## src/rtl/fifo_pixel_unpacker_pkg.sv

```systemverilog
// rtl/fifo_pixel_unpacker_pkg.sv - shared constants and helpers for the pixel packer/unpacker pair
//
// Purpose : common truth constants, a constant-foldable clog2, and the lane
//           slice offset helper used to address pixel k inside a packed word.
package fifo_pixel_unpacker_pkg;

  localparam logic TRUE  = 1'b1;
  localparam logic FALSE = 1'b0;

  // Ceiling log2; callers only pass values >= 2, so the result is >= 1.
  function automatic int clog2(input int value);
    int result;
    int rem;
    result = 0;
    rem    = value - 1;
    while (rem > 0) begin
      result = result + 1;
      rem    = rem >> 1;
    end
    return result;
  endfunction

  // LSB position of lane k in a word of width-bit lanes (lane 0 at the LSBs).
  function automatic int lane_slice_lsb(input int k, input int width);
    return k * width;
  endfunction

endpackage

```

## src/rtl/fifo_pixel_unpacker.sv

```systemverilog
// rtl/fifo_pixel_unpacker.sv - unpacks LANES-wide FIFO words into a one-pixel-per-cycle stream
//
// Purpose : pops packed words from a first-word-fall-through FIFO and emits
//           their pixels lane 0 first on a registered valid/ready stream,
//           tagged with start/end-of-line from a free-running pixel counter.
// Ports   :
//   CLK         in   clock, all state on posedge
//   RESET_N     in   asynchronous active-low reset
//   fifo_empty  in   upstream FIFO empty; fifo_dout valid when low
//   fifo_dout   in   upstream head word, lane k at [k*PIX_WIDTH +: PIX_WIDTH]
//   fifo_rden   out  combinational pop strobe
//   out_ready   in   downstream accepts current pixel
//   out_valid   out  registered pixel valid
//   out_data    out  registered pixel
//   out_sol     out  registered start-of-line
//   out_eol     out  registered end-of-line
//   busy        out  a word is held or a pixel is pending
module fifo_pixel_unpacker
  import fifo_pixel_unpacker_pkg::*;
#(
  parameter int DELAY       = 1,
  parameter int PIX_WIDTH   = 16,
  parameter int LANES       = 4,
  parameter int LINE_PIXELS = 8
) (
  input  logic                       CLK,
  input  logic                       RESET_N,
  input  logic                       fifo_empty,
  input  logic [PIX_WIDTH*LANES-1:0] fifo_dout,
  output logic                       fifo_rden,
  input  logic                       out_ready,
  output logic                       out_valid,
  output logic [PIX_WIDTH-1:0]       out_data,
  output logic                       out_sol,
  output logic                       out_eol,
  output logic                       busy
);

  localparam int LANE_W = clog2(LANES);
  localparam int CNT_W  = clog2(LINE_PIXELS);

  // DELAY exists only so simulation wrappers can pass it through; the
  // registered logic itself is written delay-free.
  if (DELAY < 0) begin : g_bad_delay
    $error("DELAY must be non-negative");
  end
  if ((LANES < 2) || ((LANES & (LANES - 1)) != 0)) begin : g_bad_lanes
    $error("LANES must be a power of two >= 2");
  end
  if ((LINE_PIXELS < LANES) || ((LINE_PIXELS % LANES) != 0)) begin : g_bad_line
    $error("LINE_PIXELS must be a multiple of LANES");
  end

  logic [PIX_WIDTH*LANES-1:0] hold;
  logic                       hold_valid;
  logic [LANE_W-1:0]          lane;
  logic [CNT_W-1:0]           pix_cnt;

  logic adv;
  logic last_lane;

  // A slot advances when a word is held and the output register is free or
  // being drained this cycle.
  assign adv       = hold_valid && (!out_valid || out_ready);
  assign last_lane = (lane == LANE_W'(LANES - 1));

  // Refill when the hold is empty, or exactly when its last lane moves out,
  // so consecutive words stream without a bubble. Gated by reset so the
  // strobe is quiet while the block is held in reset.
  assign fifo_rden = RESET_N && !fifo_empty && (!hold_valid || (adv && last_lane));

  assign busy = hold_valid || out_valid;

  always_ff @(posedge CLK or negedge RESET_N) begin
    if (!RESET_N) begin
      hold       <= '0;
      hold_valid <= FALSE;
      lane       <= '0;
      pix_cnt    <= '0;
      out_valid  <= FALSE;
      out_data   <= '0;
      out_sol    <= FALSE;
      out_eol    <= FALSE;
    end else begin
      // Refill wins over draining the last lane in the same cycle.
      if (fifo_rden) begin
        hold       <= fifo_dout;
        hold_valid <= TRUE;
        lane       <= '0;
      end else if (adv) begin
        lane <= lane + LANE_W'(1);
        if (last_lane) begin
          hold_valid <= FALSE;
        end
      end

      if (adv) begin
        out_data  <= hold[lane_slice_lsb(int'(lane), PIX_WIDTH) +: PIX_WIDTH];
        out_valid <= TRUE;
        out_sol   <= (pix_cnt == '0);
        out_eol   <= (pix_cnt == CNT_W'(LINE_PIXELS - 1));
        if (pix_cnt == CNT_W'(LINE_PIXELS - 1)) begin
          pix_cnt <= '0;
        end else begin
          pix_cnt <= pix_cnt + CNT_W'(1);
        end
      end else if (out_valid && out_ready) begin
        out_valid <= FALSE;
      end
    end
  end

endmodule

```

## config.mk

```make
export PLATFORM = sky130hd
export DESIGN_NAME = fifo_pixel_unpacker
export DESIGN_NICKNAME = d
export VERILOG_FILES = /design/src/rtl/fifo_pixel_unpacker_pkg.sv /design/src/rtl/fifo_pixel_unpacker.sv
export SDC_FILE = /design/constraint.sdc
export NUM_CORES = 1
export LEC_CHECK = 0
export CAP_MARGIN = 20
export CORE_MARGIN = 3
export CORE_UTILIZATION = 26
export DETAILED_ROUTE_END_ITERATION = 6
export PLACE_DENSITY = 0.54
export REMOVE_ABC_BUFFERS = 1
export SETUP_SLACK_MARGIN = 0.1
export SKIP_LAST_GASP = 1
export SYNTH_ARGS = -nofsm -noshare
export SYNTH_HDL_FRONTEND = slang
export SYNTH_SLANG_ARGS = --single-unit
```

## constraint.sdc

```tcl
create_clock -name CLK -period 1.5 [get_ports CLK]
set_input_delay 0.15 -clock CLK [delete_from_list [all_inputs] [get_ports CLK]]
set_output_delay 0.15 -clock CLK [all_outputs]
set_load 0.02 [all_outputs]
```

==> metrics, run 1 <==
WL/cell=between 15 and 20 microns; Starting Density=~27%; CTS tree=built; first-pass GRT wire length=~14 mm; vias in the first global route=2493; reg2reg path depth=5; num ports=89; Critical Path Start Type=register; share of cells above drive strength 1=a little over a quarter; nets=around 400; largest net degree at the start of global routing=49; Layout Area Growth over Synthesis=44.1%; most frequent cells in the layout=89 x dfrtp_1, 66 x clkdlybuf4s50_1, 62 x mux2_1; DRT Pass-1 Iters=4; multi-input logic area=0.00153 sq mm; Clock Pin Slew Worst Setup and Hold Paths=0.06 ns; Syn Area/Cell=approximately 17 sq um; register-to-register setup slack=-0.18 ns; headroom to the max-slew limit=59.4%; Seq/Total Area, Yosys=between 50 and 60%; Remaining Overflow, GRT=0; Pleak=2.37 nW; routability cong.=roughly 0.76; CP Capture Type=register; Final Max Slew Viols=0; CP Class=reg -> reg; Max Cap Viol=0; Final Worst Setup Slack=-0.176 ns; Syn Std Cell Area=~0.0038 sq mm; number of DRC markers in iteration 0=111; Placed Cells=between 500 and 600; post-synth top area cell=dfrtp_1; crit path time final=1.68 ns; met3 GRT Util=4.67%; core outline area=~0.014 sq mm; Seq pwr share=39.1%; failing checks=negative hold slack, negative setup slack; worst r2r src=out_valid; met2 usage=15.7%; # H-tree levels=3; Switching Power=3.15 mW; CP arrival=1.90 ns; Clock Skews=0.00644 ns; CTS Buf Count=9; global route hottest layer=met2; Routed Antenna Nets=0; DRC viols=0; dpl cell area=about 0.0050 sq mm; clk buf depth=2; Fillers=1366; RSZ-0062 raised after global routing=true; fin crit share=112%; crit path from=out_valid; fin area=between 0.005 and 0.006 sq mm; status=complete, but fails checks; CP Max Fanout=15; Ys Warns=0; wirelength, routed=8.37 mm; Overall Power=around 11 mW; die area=0.0161 sq mm; Total GRT Usage=around 11%; die height=127 microns; reg2reg end=hold[48]; hpwl dp=5.68 mm; Syn Inst Count=approximately 230; Via density=~4.4; die width=127 microns; Logic pwr share=a little over 40%; endpoints failing hold=41; final hold slack=-0.100 ns; Synth cell types=22; row cnt=43; worst setup path endpoint=hold[48]; Switching Fraction=29.4%; top post-synthesis cells by area=dfrtp_1 59%, mux2_1 20%, mux4_2 9.5%, mux2_2 5.0%, ha_1 1.3%; Worst-Margin Slew=just over 0.6 ns; worst hold path type=in -> async; CTS Sinks=89; most common cell after layout, fill and taps aside=dfrtp_1; final setup violating endpoints=just over 80; initial antenna violation count=0; FF+latch area=about 0.0022 sq mm; PwrDens=just under 2000 mW/mm^2; Fmax=just under 600 MHz; met1 GRT Util=between 10% and 20%; ant diodes=0; Max VDD drop=0.534 mV; Yosys reg bits=89; I/O Buffers=88; Skew-Pair Late Insertion Delay=0.34 ns; Clk pwr share=20.4%; Layout Cells excl Fill=525; DR vias=2297; Internal=about 7.6 mW; root buffer cell=clkbuf_16; area share of the largest cell type after synthesis=roughly 59%; setup TNS=-10.51 ns; worst endpoint required time=about 1.7 ns
-- how the worst min path moves through the flow --
stage	endpoint	cells past startpoint	slack (ns)
after global routing	out_data[6]	2	-0.07
final	out_data[6]	2	-0.10
after floorplan	hold[0]	0	-0.15
after CTS	hold[6]	2	-0.08
after global placement	out_data[3]	2	0.30
after detailed placement	hold[6]	2	0.30
-- final cells by class --
cell class,instances,share of cell area (%)
flip-flops and latches,89,40.7
multi-input cells,124,28.0
repair buffers,113,21.7
well taps,180,4.11
inverters,3,0.206
clock buffers,14,5.19
clock inverters,2,0.183
-- power by group through the flow --
stage          clock network, mW  registers, mW  logic [mW]
2_1_floorplan                  0           4.49        2.18
6_report                    2.19           4.18        4.34
3_3_place_gp                   0           4.20        4.13
4_1_cts                     2.29           4.21        4.39
5_1_grt                     2.38           4.34        4.74
3_5_place_dp                   0           4.24        4.20
-- stage by stage --
stage / worst slack, ns / utilization, %
final: -0.176 / 38.9
after global routing: -0.244 / 38.9
after CTS: -0.181 / 38.7
after detailed placement: -0.405 / 35.7
after global placement: -0.377 / 35.7
after floorplan: -3.26 / -
-- registers in the layout (all words and copies together), names as in the netlist --
register / flops
hold: 64
out_data: 16
pix_cnt: 3
lane: 2
hold_valid: 1
out_eol: 1
out_sol: 1
out_valid: 1
-- cells by family after synthesis --
| family | Yosys count | synth area share, % |
|---|---|---|
| AOI/OAI and AO/OA | 8 | 1.32 |
| adders and majority gates | 4 | 1.32 |
| buffers and inverters | 16 | 2.76 |
| DFF | 89 | 58.6 |
| muxes | 100 | 34.4 |
| and+or+nand+nor | 12 | 1.68 |
-- critical path: stages, from the launching register on --
cell and delay, ns:
dfrtp_1 0.40, nor2b_4 0.15, a211oi_4 0.31, buf_6 0.21
buf_12 0.16, mux2_1 0.33
-- synthesized netlist by cell type, drive strengths merged --
cell type and number:
o21ai 4, nand3 1, inv 3, dfrtp 89
mux2 84, clkbuf 1, mux4 16, a21o 1
a211oi 1, nand2b 3, nor2 1, ha 4
or3 1, a21oi 2, buf 12, nand2 3
nor2b 2, or2 1
-- repair_timing --
| action | 4_1_cts | 5_1_grt |
|---|---|---|
| endpoints found under the hold margin | 41 | 41 |
| gates cloned | 2 | 0 |
| endpoints found under the setup margin | 103 | 88 |
| pin swaps | 2 | 1 |
| resized for setup | 50 | 5 |
| setup buffers | 3 | 2 |
-- routing by layer --
metal	part of all wire, %	wire (microns)
met4	1.7	144
met1	46	3890
met5	0	0
met2	45	3730
met3	7.2	606
Power figures use the tool's default switching activity.
==> run 2: changes to the inputs <==
PLACE_DENSITY = 0.52   (was 0.54)
clock period = 1.6 ns   (was 1.5 ns; I/O delays follow)
==> metrics, run 2 (synthesis gave the netlist of run 1 again) <==
Largest Register=hold (unchanged); CP Class=reg -> reg (unchanged); DR vias=2340 (was 2297); initial antenna violation count=0 (unchanged); row cnt=43 (unchanged); final hold slack=-0.0809 ns (was -0.100 ns); first-pass GRT wire length=13.3 mm (was 13.6 mm); Worst-Margin Slew=0.641 ns (was 0.610 ns); hpwl dp=5.58 mm (was 5.68 mm); die height=127 microns (unchanged); Via density=4.49 (was 4.38); Final Worst Setup Slack=-0.0546 ns (was -0.176 ns); PwrDens=1830 mW/mm^2 (was 1950 mW/mm^2); Skew-Pair Late Insertion Delay=0.34 ns (about the same); Clock Pin Slew Worst Setup and Hold Paths=0.06 ns (about the same); die area=0.0161 sq mm (unchanged); Fmax=604 MHz (was 597 MHz); core outline area=0.0141 sq mm (unchanged); Total GRT Usage=11.0% (was 11.2%); CP arrival=1.87 ns (was 1.90 ns); Clock Skews=0.00546 ns (was 0.00644 ns); Final Max Slew Viols=0 (unchanged); Layout Cells excl Fill=521 (was 525); RSZ-0062 raised after global routing=true (unchanged); die width=127 microns (unchanged); Remaining Overflow, GRT=0 (unchanged); nets=412 (unchanged); WL/cell=17.0 microns (was 15.9 microns); Worst path slowest cell=dfrtp_1 (unchanged); most frequent cells in the layout=88 x dfrtp_1, 71 x clkdlybuf4s50_1, 41 x mux2_1 (was 89 x dfrtp_1, 66 x clkdlybuf4s50_1, 62 x mux2_1); Pleak=2.48 nW (was 2.37 nW); number of DRC markers in iteration 0=57 (was 111); I/O Buffers=88 (unchanged); clk buf depth=2 (unchanged); root buffer cell=clkbuf_16 (unchanged); Max Cap Viol=0 (unchanged); crit path time final=1.65 ns (was 1.68 ns); routability cong.=0.686 (was 0.761); Critical Path Start Type=register (unchanged); largest net degree at the start of global routing=50 (was 49); headroom to the max-slew limit=57.3% (was 59.4%); status=complete, but fails checks (unchanged); Layout Area Growth over Synthesis=46.9% (was 44.1%); Internal=7.25 mW (was 7.56 mW); vias in the first global route=2482 (was 2493); worst-path cell chain=ha_2, nor2b_2, a211oi_4, buf_6, clkbuf_16, mux2_4 (was nor2b_4, a211oi_4, buf_6, buf_12, mux2_1); max reg flops=64 (unchanged); CP Capture Type=register (unchanged); num ports=89 (unchanged); worst hold path type=in -> async (unchanged); wirelength, routed=8.85 mm (was 8.37 mm); share of cells above drive strength 1=30.5% (was 26.1%); DRC viols=0 (unchanged); DRT Pass-1 Iters=4 (unchanged); multi-input logic area=0.00159 sq mm (was 0.00153 sq mm); Max VDD drop=0.588 mV (was 0.534 mV); failing checks=negative hold slack, negative setup slack (unchanged); Clk pwr share=17.6% (was 20.4%); # H-tree levels=3 (unchanged); Switching Fraction=29.2% (was 29.4%); top flop regs=hold x64, out_data x16, pix_cnt x3 (unchanged); Fillers=1361 (was 1366); final setup violating endpoints=64 (was 81); Starting Density=27.0% (unchanged); endpoints failing hold=40 (was 41); fin crit share=103% (was 112%); CTS tree=built (unchanged); Switching Power=2.99 mW (was 3.15 mW); ant diodes=0 (unchanged); FF+latch area=0.00223 sq mm (about the same); CTS Sinks=89 (unchanged); CP Max Fanout=7 (was 15); Routed Antenna Nets=0 (unchanged); Logic pwr share=43.8% (was 40.5%); CP peak stage delay=0.38 ns (was 0.40 ns); CTS Buf Count=9 (unchanged); worst endpoint required time=1.82 ns (was 1.72 ns); Placed Cells=500 (was 503); most common cell after layout, fill and taps aside=dfrtp_1 (unchanged); Seq pwr share=38.6% (was 39.1%)
## run 2: changes by cell type in the layout (fill, tap and decap cells not counted), moves of 3 or more
cell,change
clkdlybuf4s50_1,+5
clkbuf_16,+3
mux2_4,+20
dlygate4sd2_1,-14
dlymetal6s2s_1,+9
buf_4,-3
mux2_1,-21
clkbuf_8,-4
## run 2: routing by layer
metal,global-route usage [%],vias to the layer above,wire (microns)
met3,4.42,5,495
met5,0,-,0
met1,14.0,1212,4040
met2,17.4,66,4230
met4,3.41,0,80
li1,-,1057,-
## run 2: through the flow
stage / util, % / instance area [sq um] / setup slack (ns) / power [mW] / TNS [ns]
4_1_cts: 38.2 / 5380 / -0.0386 / 10.0 / -0.552
3_3_place_gp: 35.4 / 4990 / -0.394 / 7.66 / -21.49
6_report: 39.6 / 5580 / -0.0546 / 10.2 / -2.18
5_1_grt: 39.6 / 5580 / -0.123 / 11.0 / -5.99
2_1_floorplan: - / 3710 / -3.16 / 6.25 / -214.90
3_5_place_dp: 35.4 / 4990 / -0.364 / 7.77 / -20.21
## run 2: path summary, 6_finish.rpt
check,startpoint,end,slack [ns],cells after the start
setup / recovery,lane[1],hold[56],-0.05,6
hold / removal,RESET_N,hold[12],-0.08,2
setup reg to reg,lane[1],hold[56],-0.05,6
hold reg to reg,hold[61],hold[61],0.48,1
max in group asynchronous,RESET_N,lane[0],0.59,3
min in group CLK,RESET_N,hold_valid,0.13,3
## run 2: power by group through the flow
stage / Combinational, mW / Sequential, mW / Clock [mW]
floorplan: 2.04 / 4.21 / 0
global placement: 3.72 / 3.95 / 0
detailed placement: 3.80 / 3.97 / 0
CTS: 4.16 / 3.94 / 1.91
global route: 4.85 / 4.12 / 1.98
finish: 4.49 / 3.95 / 1.80
## run 2: layout make-up
class                      count  area share (%)
clock buffer                  10            4.10
clock inverter                 2           0.179
inverter                       3           0.202
multi-input combinational    124            28.5
sequential                    89            39.9
tap                          180            4.03
timing repair buffer         113            23.1
## run 2: critical path, delay by kind of cell, from the launching register on
kind / cells / cell delay (ns)
fa+ha+maj: 1 / 0.21
buf+inv: 2 / 0.39
compound gates: 1 / 0.20
flops: 1 / 0.38
simple gates: 1 / 0.05
mux: 1 / 0.30
## run 2: timing repair
item                       CTS  global route
setup endpoints to repair   87            91
cloned                       3             3
setup buffers                4             1
hold endpoints to repair    40            40
gates resized for setup     38            37
pin swaps                    2             1
